$ cat src/rtl/dma_engine_if.sv
// Bus bundle shared by the DMA engine and the CPU-side memory bus.
// Signals:
//   bus_req  engine wants the bus
//   bus_gnt  CPU has released the bus
//   address  registered bus address
//   i_data   read data, valid one cycle after its address
//   o_data   write data
//   we       write enable
// Modports: master (the DMA engine), slave (memory / bus arbiter side).
interface dma_engine_if #(
  parameter int unsigned ADDR_W = 16
) ();
  logic              bus_req;
  logic              bus_gnt;
  logic [ADDR_W-1:0] address;
  logic [7:0]        i_data;
  logic [7:0]        o_data;
  logic              we;

  modport master (
    output bus_req,
    output address,
    output o_data,
    output we,
    input  bus_gnt,
    input  i_data
  );

  modport slave (
    input  bus_req,
    input  address,
    input  o_data,
    input  we,
    output bus_gnt,
    output i_data
  );
endinterface

$ cat src/rtl/dma_engine.sv
// Multi-channel byte-copy DMA master sharing the CPU's 8-bit data bus.
// Each channel holds src/dst/len/mode registers written through a small config
// port; a start bit marks a channel busy, and the engine then copies len bytes
// from src to dst, one byte every four cycles, using fixed-priority arbitration.
// Ports:
//   clock     system clock
//   resetn    synchronous active-low reset
//   locked    clock enable; when low every register holds
//   cfg_we    config write strobe
//   cfg_addr  {channel, reg}: 0/1 src lo/hi, 2/3 dst lo/hi, 4/5 len lo/hi, 6 mode
//   cfg_data  config write data
//   start     per-channel start request (level)
//   bus       master side of the memory bus bundle
//   busy      channel pending or active
//   done      one-cycle pulse when a channel finishes
module dma_engine #(
  parameter int unsigned CHANNELS = 4,
  parameter int unsigned ADDR_W   = 16,
  parameter int unsigned LEN_W    = 16
) (
  input  logic                        clock,
  input  logic                        resetn,
  input  logic                        locked,
  input  logic                        cfg_we,
  input  logic [2+$clog2(CHANNELS):0] cfg_addr,
  input  logic [7:0]                  cfg_data,
  input  logic [CHANNELS-1:0]         start,
  dma_engine_if.master                bus,
  output logic [CHANNELS-1:0]         busy,
  output logic [CHANNELS-1:0]         done
);

  localparam int unsigned SelBits = (CHANNELS > 1) ? $clog2(CHANNELS) : 1;

  typedef enum logic [2:0] {StIdle, StReq, StRd, StCap, StWr, StNext} state_e;

  state_e               r_state;
  logic [SelBits-1:0]   r_sel;
  logic                 r_bus_req;
  logic                 r_we;
  logic [7:0]           r_o_data;
  logic [ADDR_W-1:0]    r_address;
  logic [CHANNELS-1:0]  r_busy;
  logic [CHANNELS-1:0]  r_done;

  logic [ADDR_W-1:0]    r_src  [CHANNELS];
  logic [ADDR_W-1:0]    r_dst  [CHANNELS];
  logic [LEN_W-1:0]     r_len  [CHANNELS];
  logic [3:0]           r_mode [CHANNELS];

  logic [31:0]          w_cfg_ch;
  logic [SelBits-1:0]   w_pick;
  logic [ADDR_W-1:0]    w_src_nxt;
  logic [ADDR_W-1:0]    w_dst_nxt;
  logic [LEN_W-1:0]     w_len_nxt;

  // Step encoding: 01 holds, 10 decrements, 00/11 increment; wraps in ADDR_W bits.
  function automatic logic [ADDR_W-1:0] step_addr(input logic [ADDR_W-1:0] a,
                                                  input logic [1:0]        m);
    case (m)
      2'b01:   return a;
      2'b10:   return a - ADDR_W'(1);
      default: return a + ADDR_W'(1);
    endcase
  endfunction

  // Replace the low or high byte of a register image; upper bits are kept.
  function automatic logic [31:0] put_byte(input logic [31:0] cur,
                                           input logic        hi,
                                           input logic [7:0]  b);
    logic [31:0] v;
    v = cur;
    if (hi) v[15:8] = b;
    else    v[7:0]  = b;
    return v;
  endfunction

  // Channel field of cfg_addr sits above the 3-bit register index.
  assign w_cfg_ch = 32'(cfg_addr >> 3);

  // Fixed priority: the lowest-index busy channel wins.
  always_comb begin
    w_pick = '0;
    for (int i = int'(CHANNELS) - 1; i >= 0; i--) begin
      if (r_busy[i]) w_pick = SelBits'(i);
    end
  end

  assign w_src_nxt = step_addr(r_src[r_sel], r_mode[r_sel][1:0]);
  assign w_dst_nxt = step_addr(r_dst[r_sel], r_mode[r_sel][3:2]);
  assign w_len_nxt = r_len[r_sel] - LEN_W'(1);

  always_ff @(posedge clock) begin
    if (!resetn) begin
      r_state   <= StIdle;
      r_sel     <= '0;
      r_bus_req <= 1'b0;
      r_we      <= 1'b0;
      r_o_data  <= '0;
      r_address <= '0;
      r_busy    <= '0;
      r_done    <= '0;
      for (int unsigned i = 0; i < CHANNELS; i++) begin
        r_src[i]  <= '0;
        r_dst[i]  <= '0;
        r_len[i]  <= '0;
        r_mode[i] <= '0;
      end
    end else if (locked) begin
      r_done <= '0;

      // Config and start only touch idle channels, so they never collide with
      // the FSM, which only updates the selected (busy) channel.
      for (int unsigned i = 0; i < CHANNELS; i++) begin
        if (cfg_we && (w_cfg_ch == i) && !r_busy[i]) begin
          case (cfg_addr[2:0])
            3'd0, 3'd1: r_src[i] <= ADDR_W'(put_byte(32'(r_src[i]), cfg_addr[0], cfg_data));
            3'd2, 3'd3: r_dst[i] <= ADDR_W'(put_byte(32'(r_dst[i]), cfg_addr[0], cfg_data));
            3'd4, 3'd5: r_len[i] <= LEN_W'(put_byte(32'(r_len[i]), cfg_addr[0], cfg_data));
            3'd6:       r_mode[i] <= cfg_data[3:0];
            default:    ;
          endcase
        end
        if (start[i] && !r_busy[i]) begin
          // A zero-length request completes immediately without using the bus.
          if (r_len[i] == '0) r_done[i] <= 1'b1;
          else                r_busy[i] <= 1'b1;
        end
      end

      case (r_state)
        StIdle: begin
          if (|r_busy) begin
            r_sel     <= w_pick;
            r_bus_req <= 1'b1;
            r_state   <= StReq;
          end
        end
        StReq: begin
          if (bus.bus_gnt) begin
            r_address <= r_src[r_sel];
            r_state   <= StRd;
          end
        end
        StRd: begin
          r_state <= StCap;
        end
        StCap: begin
          r_o_data  <= bus.i_data;
          r_address <= r_dst[r_sel];
          r_we      <= 1'b1;
          r_state   <= StWr;
        end
        StWr: begin
          r_we    <= 1'b0;
          r_state <= StNext;
        end
        StNext: begin
          r_src[r_sel] <= w_src_nxt;
          r_dst[r_sel] <= w_dst_nxt;
          r_len[r_sel] <= w_len_nxt;
          if (w_len_nxt == '0) begin
            r_busy[r_sel] <= 1'b0;
            r_done[r_sel] <= 1'b1;
            r_bus_req     <= 1'b0;
            r_state       <= StIdle;
          end else if (bus.bus_gnt) begin
            r_address <= w_src_nxt;
            r_state   <= StRd;
          end else begin
            // Grant withdrawn: keep requesting and resume once it returns.
            r_state <= StReq;
          end
        end
        default: r_state <= StIdle;
      endcase
    end
  end

  assign bus.bus_req = r_bus_req;
  assign bus.address = r_address;
  assign bus.o_data  = r_o_data;
  assign bus.we      = r_we;
  assign busy        = r_busy;
  assign done        = r_done;

endmodule
$ cat src/flat_wrapper.sv
// flat-port wrapper written by rule: the top's interface ports become plain ports
module dma_engine_flat 
#(
  parameter int unsigned CHANNELS = 4,
  parameter int unsigned ADDR_W   = 16,
  parameter int unsigned LEN_W    = 16
)
  (clock, resetn, locked, cfg_we, cfg_addr, cfg_data, start, busy, done, bus_bus_req, bus_address, bus_o_data, bus_we, bus_bus_gnt, bus_i_data);
  dma_engine_if #(.ADDR_W(ADDR_W)) bus_i ();
  input  logic clock;
  input  logic resetn;
  input  logic locked;
  input  logic cfg_we;
  input  logic [2+$clog2(CHANNELS):0] cfg_addr;
  input  logic [7:0] cfg_data;
  input  logic [CHANNELS-1:0] start;
  output logic [CHANNELS-1:0] busy;
  output logic [CHANNELS-1:0] done;
  output wire logic [$bits(bus_i.bus_req)-1:0] bus_bus_req;
  output wire logic [$bits(bus_i.address)-1:0] bus_address;
  output wire logic [$bits(bus_i.o_data)-1:0] bus_o_data;
  output wire logic [$bits(bus_i.we)-1:0] bus_we;
  input wire logic [$bits(bus_i.bus_gnt)-1:0] bus_bus_gnt;
  input wire logic [$bits(bus_i.i_data)-1:0] bus_i_data;
  assign bus_bus_req = bus_i.bus_req;
  assign bus_address = bus_i.address;
  assign bus_o_data = bus_i.o_data;
  assign bus_we = bus_i.we;
  assign bus_i.bus_gnt = bus_bus_gnt;
  assign bus_i.i_data = bus_i_data;
  dma_engine #(.CHANNELS(CHANNELS), .ADDR_W(ADDR_W), .LEN_W(LEN_W)) u_core (.clock(clock), .resetn(resetn), .locked(locked), .cfg_we(cfg_we), .cfg_addr(cfg_addr), .cfg_data(cfg_data), .start(start), .bus(bus_i), .busy(busy), .done(done));
endmodule
$ cat config.mk
export PLATFORM = sky130hd
export DESIGN_NAME = dma_engine_flat
export DESIGN_NICKNAME = d
export VERILOG_FILES = /design/src/rtl/dma_engine_if.sv /design/src/rtl/dma_engine.sv /design/src/flat_wrapper.sv
export SDC_FILE = /design/constraint.sdc
export NUM_CORES = 1
export LEC_CHECK = 0
export ABC_AREA = 0
export ABC_CLOCK_PERIOD_IN_PS = 13900
export CAP_MARGIN = 25
export CORE_MARGIN = 2
export CORE_UTILIZATION = 55
export CTS_CLUSTER_SIZE = 8
export DETAILED_ROUTE_END_ITERATION = 16
export GPL_TIMING_DRIVEN = 1
export PLACE_DENSITY = 0.74
export REMOVE_ABC_BUFFERS = 1
export SLEW_MARGIN = 30
export SYNTH_ARGS = -nofsm -noshare
export SYNTH_HDL_FRONTEND = slang
export SYNTH_SLANG_ARGS = --single-unit
export TNS_END_PERCENT = 10
$ cat constraint.sdc
create_clock -name clock -period 13.9 [get_ports clock]
set_input_delay 3.475 -clock clock [delete_from_list [all_inputs] [get_ports clock]]
set_output_delay 3.475 -clock clock [all_outputs]
set_load 0.005 [all_outputs]
==> results.py, run 1 <==
metrics = {
    "run_status": {
        "status": "complete, no violations",
    },
    "clock_network": {
        "htreeDepth": 2,
        "holdBufCountCts": 0,
        "cts_inserted_buffers": 37,
        "cts_setup_buffers": 0,
        "tritoncts": "done",
        "clock_sinks": 249,
        "path_clk_slew_ps": 50,
        "clk_latency_ps": 510,
        "clk_path_buf_depth": 3,
        "cts_root_buf": "clkbuf_16",
        "postCtsResizedCells": 0,
    },
    "detailed_routing": {
        "num_vias": 11470,
        "vias_per_cell": 6.907,
        "first_iter_violations": 1499,
        "drc": 0,
        "first_pass_iters": 6,
        "ant_nets": 0,
        "totalWireLength_mm": 42.28,
        "wl_per_cell_um": 25.45,
    },
    "cells_and_area": {
        "layout_commonest_cell": "edfxtp_1",
        "area_growth_pct": 13.80,
        "fillCellCount": 1909,
        "final_core_util_pct": 63.34,
        "antenna_cells": 0,
        "most-common-layout-cells": "edfxtp_1 (208), o21ai_0 (164), nand2_1 (135)",
        "drive_gt1_share_pct": 10.37,
        "final_nets": 1376,
    },
    "synthesis": {
        "yosysWarnings": 0,
        "avgSynthCellArea_sq_um": 10.96,
        "syn-cell-area_sq_mm": 0.01394,
        "ys_seq_area_share_pct": 50.71,
        "netlist_top_cells_area": "edfxtp_1 (45%), mux4_2 (8.4%), o21ai_0 (6.6%)",
        "ys_async_sr_fraction_pct": 0,
        "ys_ff_latch": 249,
        "synth_top_area_share_pct": 44.82,
        "synth.distinct_cells": 72,
        "synth_area_leader_cell": "edfxtp_1",
        "synthFlopType": "edfxtp_1",
        "synthCells": 1271,
        "synth-edff-count": 208,
    },
    "timing": {
        "maxSlewHeadroom_pct": 31.06,
        "rsz0062_at_grt": "false",
        "fin_crit_sh_pct": 48.77,
        "fmax_mhz": 147.5,
        "skew_ps": 24.68,
        "slew_viol_final": 0,
        "hold_viol_final": 0,
        "tightest_slew_ps": 1023,
        "setup_tns_ps": 0,
        "period_needed_ps": 6779,
        "finalSetupViolations": 0,
    },
    "grt": {
        "antenna_found_initial": 0,
        "gr-usage-all-layers_pct": 32.03,
        "grt_max_degree": 42,
        "grt_overflow": 0,
        "grt_pass1_wl_mm": 64.23,
        "grt_pass1_vias": 10960,
    },
    "critical_path": {
        "cp-start-kind": "primary input",
        "cp.required_ps": 14030,
        "crit_slowest_cell": "clkdlybuf4s50_1",
        "cp-endpoint": "u_core.r_dst[2][5]$_DFFE_PP_",
        "cpPeakStageDelay_ps": 900,
        "critical_path_arrival_ps": 6910,
        "worst-r2r-cell-count": 13,
        "path_class": "in -> reg",
        "worst_r2r_endpoint": "u_core.r_dst[1][15]$_DFFE_PP_",
        "path_cells": "clkdlybuf4s50_1, inv_1, buf_4, nor4_2, buf_4, nor2_1, o21ai_1",
        "end_kind": "flip-flop",
        "crit_fanout": 24,
        "cpMostUsedCell": "buf_4",
        "reg2reg_slack_ps": 8710,
        "cp-startpoint": "resetn",
    },
    "floorplan": {
        "ios": 64,
        "core_area_sq_mm": 0.02504,
        "die_h_um": 163.2,
        "die_w_um": 163.2,
        "dieArea_sq_mm": 0.02663,
        "rows": 58,
        "start_util_pct": 55.66,
    },
    "power_and_ir_drop": {
        "leakage_nw": 5.632,
        "ir_worst_vdd_mv": 0.09681,
        "p_per_area_mw_per_mm2": 126.0,
    },
    "worst_hold_path": {
        "hold_path.class": "reg -> reg",
    },
    "place": {
        "port_buffers": 63,
        "gp_congestion": 0.9995,
        "dp_hpwl_mm": 29.34,
    },
    "job": {
        "cap_viol_max_count": 0,
    },
}
state kept, by name, indices dropped and copies added, names as in the netlist, named ones only:
| name | flops |
|---|---|
| u_core.r_src | 64 |
| u_core.r_len | 64 |
| u_core.bus.we | 1 |
| u_core.busy | 4 |
| u_core.bus.bus_req | 1 |
| u_core.r_sel | 2 |
| u_core.r_dst | 64 |
| u_core.done | 4 |
| u_core.r_state | 3 |
| u_core.bus.o_data | 8 |
| u_core.bus.address | 16 |
| u_core.r_mode | 16 |
final cells by class:
cell class	instances	area, sq um	share of cell area, %
Sequential cell	249	7072	44.59
Multi-Input combinational cell	920	6480	40.86
Clock buffer	53	1028	6.485
Timing Repair Buffer	84	763.2	4.813
Tap cell	330	412.9	2.604
Inverter	22	82.58	0.5207
Clock inverter	3	20.02	0.1262
logic make-up (layout without fill, tap and decap cells):
| kind of cell | count (synthesis) | in the layout | synth area share, % |
|---|---|---|---|
| AO/OA/AOI/OAI | 385 | 385 | 17.69 |
| AND/OR/NAND/NOR | 400 | 400 | 13.95 |
| buffers and inverters | 102 | 162 | 2.927 |
| adder cells (fa/ha/maj) | 32 | 32 | 2.981 |
| flip-flops | 249 | 249 | 50.71 |
| XOR/XNOR | 37 | 37 | 2.325 |
| multiplexers | 66 | 66 | 9.418 |
power breakdown:
| part | internal [mW] | total [mW] | switching (mW) |
|---|---|---|---|
| Clock | 0.506 | 0.821 | 0.315 |
| Sequential | 0.832 | 0.850 | 0.0180 |
| Combinational | 0.115 | 0.327 | 0.211 |
Yosys cell counts, drive strengths merged (22+ instances only):
master	instances
edfxtp	208
o21ai	185
nand2	135
nor2	85
a22o	65
clkbuf	62
mux4	52
nand3	49
a21oi	46
dfxtp	41
ha	30
xnor2	22
stage by stage:
stage	worst slack (ps)	total power, mW	hold slack, ps	std cells	cell area, sq um
after floorplan	7690	1.064	444.7	1191	13610
after global placement	6667	1.173	438.3	1605	14840
after global routing	7034	2.051	478.9	1661	15860
after CTS	7044	1.989	453.9	1661	15860
after detailed placement	6535	1.179	445.8	1605	14820
final	7121	1.998	449.5	1661	15860
critical path, delay by kind of cell:
| kind | cells | cell delay, ps |
|---|---|---|
| buf+inv | 4 | 2250 |
| simple gates | 2 | 670 |
| compound gates | 1 | 480 |
how the worst min path moves through the flow:
stage	from	cells after the start	to	slack, ps
after floorplan	u_core.bus.address[11]$_SDFFE_PN0P_	2	u_core.bus.address[11]$_SDFFE_PN0P_	440
after global placement	u_core.bus.address[11]$_SDFFE_PN0P_	2	u_core.bus.address[11]$_SDFFE_PN0P_	440
after detailed placement	u_core.bus.address[11]$_SDFFE_PN0P_	2	u_core.bus.address[11]$_SDFFE_PN0P_	450
after CTS	u_core.bus.o_data[3]$_SDFFE_PN0P_	2	u_core.bus.o_data[3]$_SDFFE_PN0P_	450
after global routing	u_core.bus.o_data[2]$_SDFFE_PN0P_	2	u_core.bus.o_data[2]$_SDFFE_PN0P_	480
final	u_core.bus.o_data[3]$_SDFFE_PN0P_	2	u_core.bus.o_data[3]$_SDFFE_PN0P_	450
layer usage:
| layer | share of wire (%) | GRT usage (%) | vias up |
|---|---|---|---|
| met5 | 0 | 0 | - |
| met4 | 5.2 | 14.36 | 0 |
| met3 | 11 | 5.587 | 197 |
| met2 | 46 | 51.61 | 846 |
| met1 | 37 | 42.77 | 5432 |
| li1 | - | - | 4997 |
(Power assumes the default switching activity.)
==> inputs of run 2 (changes only) <==
--- a/config.mk
+++ b/config.mk
@@ -6,7 +6,7 @@
 export NUM_CORES = 1
 export LEC_CHECK = 0
 export ABC_AREA = 0
-export ABC_CLOCK_PERIOD_IN_PS = 13900
+export ABC_CLOCK_PERIOD_IN_PS = 6800
 export CAP_MARGIN = 25
 export CORE_MARGIN = 2
 export CORE_UTILIZATION = 55
==> constraint.sdc (replaced) <==
create_clock -name clock -period 6.8 [get_ports clock]
set_input_delay 1.7 -clock clock [delete_from_list [all_inputs] [get_ports clock]]
set_output_delay 1.7 -clock clock [all_outputs]
set_load 0.005 [all_outputs]
==> run 2 against run 1 <==
  * Register-to-register slack got worse by 7100 ps
  * First-iteration DRC count rose by 14%
  * Clock power rose by 110%
  * Die area did not move
  * Routed wire length rose by 0.54%
  * Sequential cell count did not move
==> results.py, run 2 (synthesized netlist as in run 1, its figures left out) <==
metrics = {
    "detailed_routing": {
        "first_pass_iters": 6,
        "first_iter_violations": 1714,
        "top_layer_used": "met4",
        "wl_met2_mm": 20.10,
        "drc": 0,
        "met1Wirelength_mm": 16.19,
        "totalWireLength_mm": 42.51,
        "vias_per_cell": 6.829,
        "dr_wl_met3_mm": 4.405,
        "num_vias": 11410,
        "ant_nets": 0,
        "wl_per_cell_um": 25.44,
    },
    "critical_path": {
        "worst-r2r-cell-count": 14,
        "end_kind": "flip-flop",
        "cp.required_ps": 7050,
        "reg2reg_slack_ps": 1580,
        "crit_fanout": 20,
        "cp-start-kind": "flip-flop",
        "worst_r2r_endpoint": "u_core.r_dst[0][15]$_DFFE_PP_",
        "path_class": "reg -> reg",
        "critical_path_arrival_ps": 5470,
    },
    "clock_network": {
        "cts_inserted_buffers": 37,
        "holdBufCountCts": 0,
        "path_clk_slew_ps": 50,
        "clock_sinks": 249,
        "tritoncts": "done",
        "cts_root_buf": "clkbuf_16",
        "postCtsResizedCells": 0,
        "clk_path_buf_depth": 3,
        "cts_setup_buffers": 0,
        "htreeDepth": 2,
        "clk_latency_ps": 520,
    },
    "timing": {
        "maxSlewHeadroom_pct": 33.13,
        "fmax_mhz": 191.5,
        "finalSetupViolations": 0,
        "rsz0062_at_grt": "false",
        "slew_viol_final": 0,
        "skew_ps": 24.28,
        "hold_viol_final": 0,
        "hold-worst-slack_ps": 453.6,
        "setup_tns_ps": 0,
        "period_needed_ps": 5221,
        "fin_crit_sh_pct": 76.77,
        "tightest_slew_ps": 1003,
    },
    "cells_and_area": {
        "area_growth_pct": 14.34,
        "final_nets": 1383,
        "fillCellCount": 1887,
        "design_area_sq_mm": 0.01593,
        "drive_gt1_share_pct": 11.19,
        "final_cells": 1671,
        "antenna_cells": 0,
        "multi_input_area_sq_mm": 0.006487,
        "most-common-layout-cells": "edfxtp_1 (208), o21ai_0 (172), nand2_1 (135)",
        "final_core_util_pct": 63.64,
        "seq_area_sq_mm": 0.007072,
        "top_regs": "u_core.r_dst (64), u_core.r_len (64), u_core.r_src (64)",
        "layout_commonest_cell": "edfxtp_1",
    },
    "floorplan": {
        "die_h_um": 163.2,
        "dieArea_sq_mm": 0.02663,
        "die_w_um": 163.2,
        "ios": 64,
        "rows": 58,
        "core_area_sq_mm": 0.02504,
        "start_util_pct": 55.66,
    },
    "grt": {
        "grt_max_degree": 42,
        "antenna_found_initial": 0,
        "grt_overflow": 0,
        "gr-usage-all-layers_pct": 32.04,
        "grt_pass1_vias": 10880,
        "grt_pass1_wl_mm": 63.93,
    },
    "place": {
        "port_buffers": 63,
        "place_area_sq_mm": 0.01486,
        "dp_cells": 1612,
        "dp_hpwl_mm": 28.94,
        "gp_congestion": 0.9488,
    },
    "worst_hold_path": {
        "whs_path_depth": 2,
        "hold_end": "u_core.bus.o_data[3]$_SDFFE_PN0P_",
        "hp-start": "u_core.bus.o_data[3]$_SDFFE_PN0P_",
        "hold_path.class": "reg -> reg",
    },
    "power_and_ir_drop": {
        "p_per_area_mw_per_mm2": 258.9,
        "switching_share_pct": 27.05,
        "p_sw_mw": 1.116,
        "p_int_mw": 3.009,
        "leakage_nw": 5.685,
        "combPwrFrac_pct": 15.8,
        "ir_worst_vdd_mv": 0.2107,
        "p_clk_share_pct": 41.9,
        "p_seq_share_pct": 42.3,
    },
    "run_status": {
        "status": "complete, no violations",
    },
    "job": {
        "cap_viol_max_count": 0,
    },
}
==> run 2: cell types whose count changed in the layout (fill, tap and decap cells not counted), sizes merged <==
| cell | previous run | this run |
|---|---|---|
| inv | 22 | 21 |
| bufinv | 0 | 1 |
| clkbuf | 53 | 57 |
| clkdlybuf4s50 | 58 | 55 |
| clkinvlp | 1 | 0 |
| buf | 26 | 36 |
==> run 2: routing by layer <==
layer / global-route usage, % / up-vias
met5: 0 / -
met4: 14.20 / 0
met3: 6.171 / 132
met2: 51.55 / 756
met1: 42.47 / 5501
li1: - / 5023
==> run 2: final cells by class <==
class,count,area share [%]
clock inverters,2,0.2905
clock buffers,57,6.478
multi-input cells,920,40.71
repair buffers,91,5.026
flip-flops and latches,249,44.38
inverters,22,0.5183
well taps,330,2.591
==> run 2: worst max-delay path by stage <==
stage,startpoint,endpoint,slack [ps],depth (start not counted)
after floorplan,flip-flop,u_core.r_src[1][14]$_DFFE_PP_,590,12
after global placement,locked,u_core.r_len[1][10]$_DFFE_PP_,1570,4
after detailed placement,locked,u_core.r_len[1][7]$_DFFE_PP_,1650,7
after CTS,flip-flop,u_core.r_dst[0][15]$_DFFE_PP_,1640,13
after global routing,flip-flop,u_core.r_dst[0][14]$_DFFE_PP_,1340,13
final,flip-flop,u_core.r_dst[0][15]$_DFFE_PP_,1580,14
==> run 2: stage by stage <==
| step | setup slack [ps] | total power, mW |
|---|---|---|
| after detailed placement | 1653 | 2.404 |
| after CTS | 1640 | 4.107 |
| after floorplan | 589.6 | 2.174 |
| after global routing | 1344 | 4.236 |
| after global placement | 1568 | 2.394 |
| final | 1579 | 4.125 |
==> run 2: power groups by stage <==
stage	combinational [mW]	clock, mW	sequential (mW)
floorplan	0.412	0	1.76
global placement	0.625	0	1.77
detailed placement	0.633	0	1.77
CTS	0.639	1.73	1.74
global route	0.701	1.79	1.75
finish	0.653	1.73	1.74
==> run 2: worst max-delay path, stage by stage, from the launching register on <==
cell and delay [ps]:
dfxtp_2 730, buf_4 420, mux4_2 370, nand2b_1 280
inv_1 470, ha_1 230, nand2_1 60, o221ai_1 320
o2111ai_1 280, a211oi_1 390, nor3_1 120, o41ai_1 590
mux2i_1 190, xnor2_1 330, o21ai_0 140
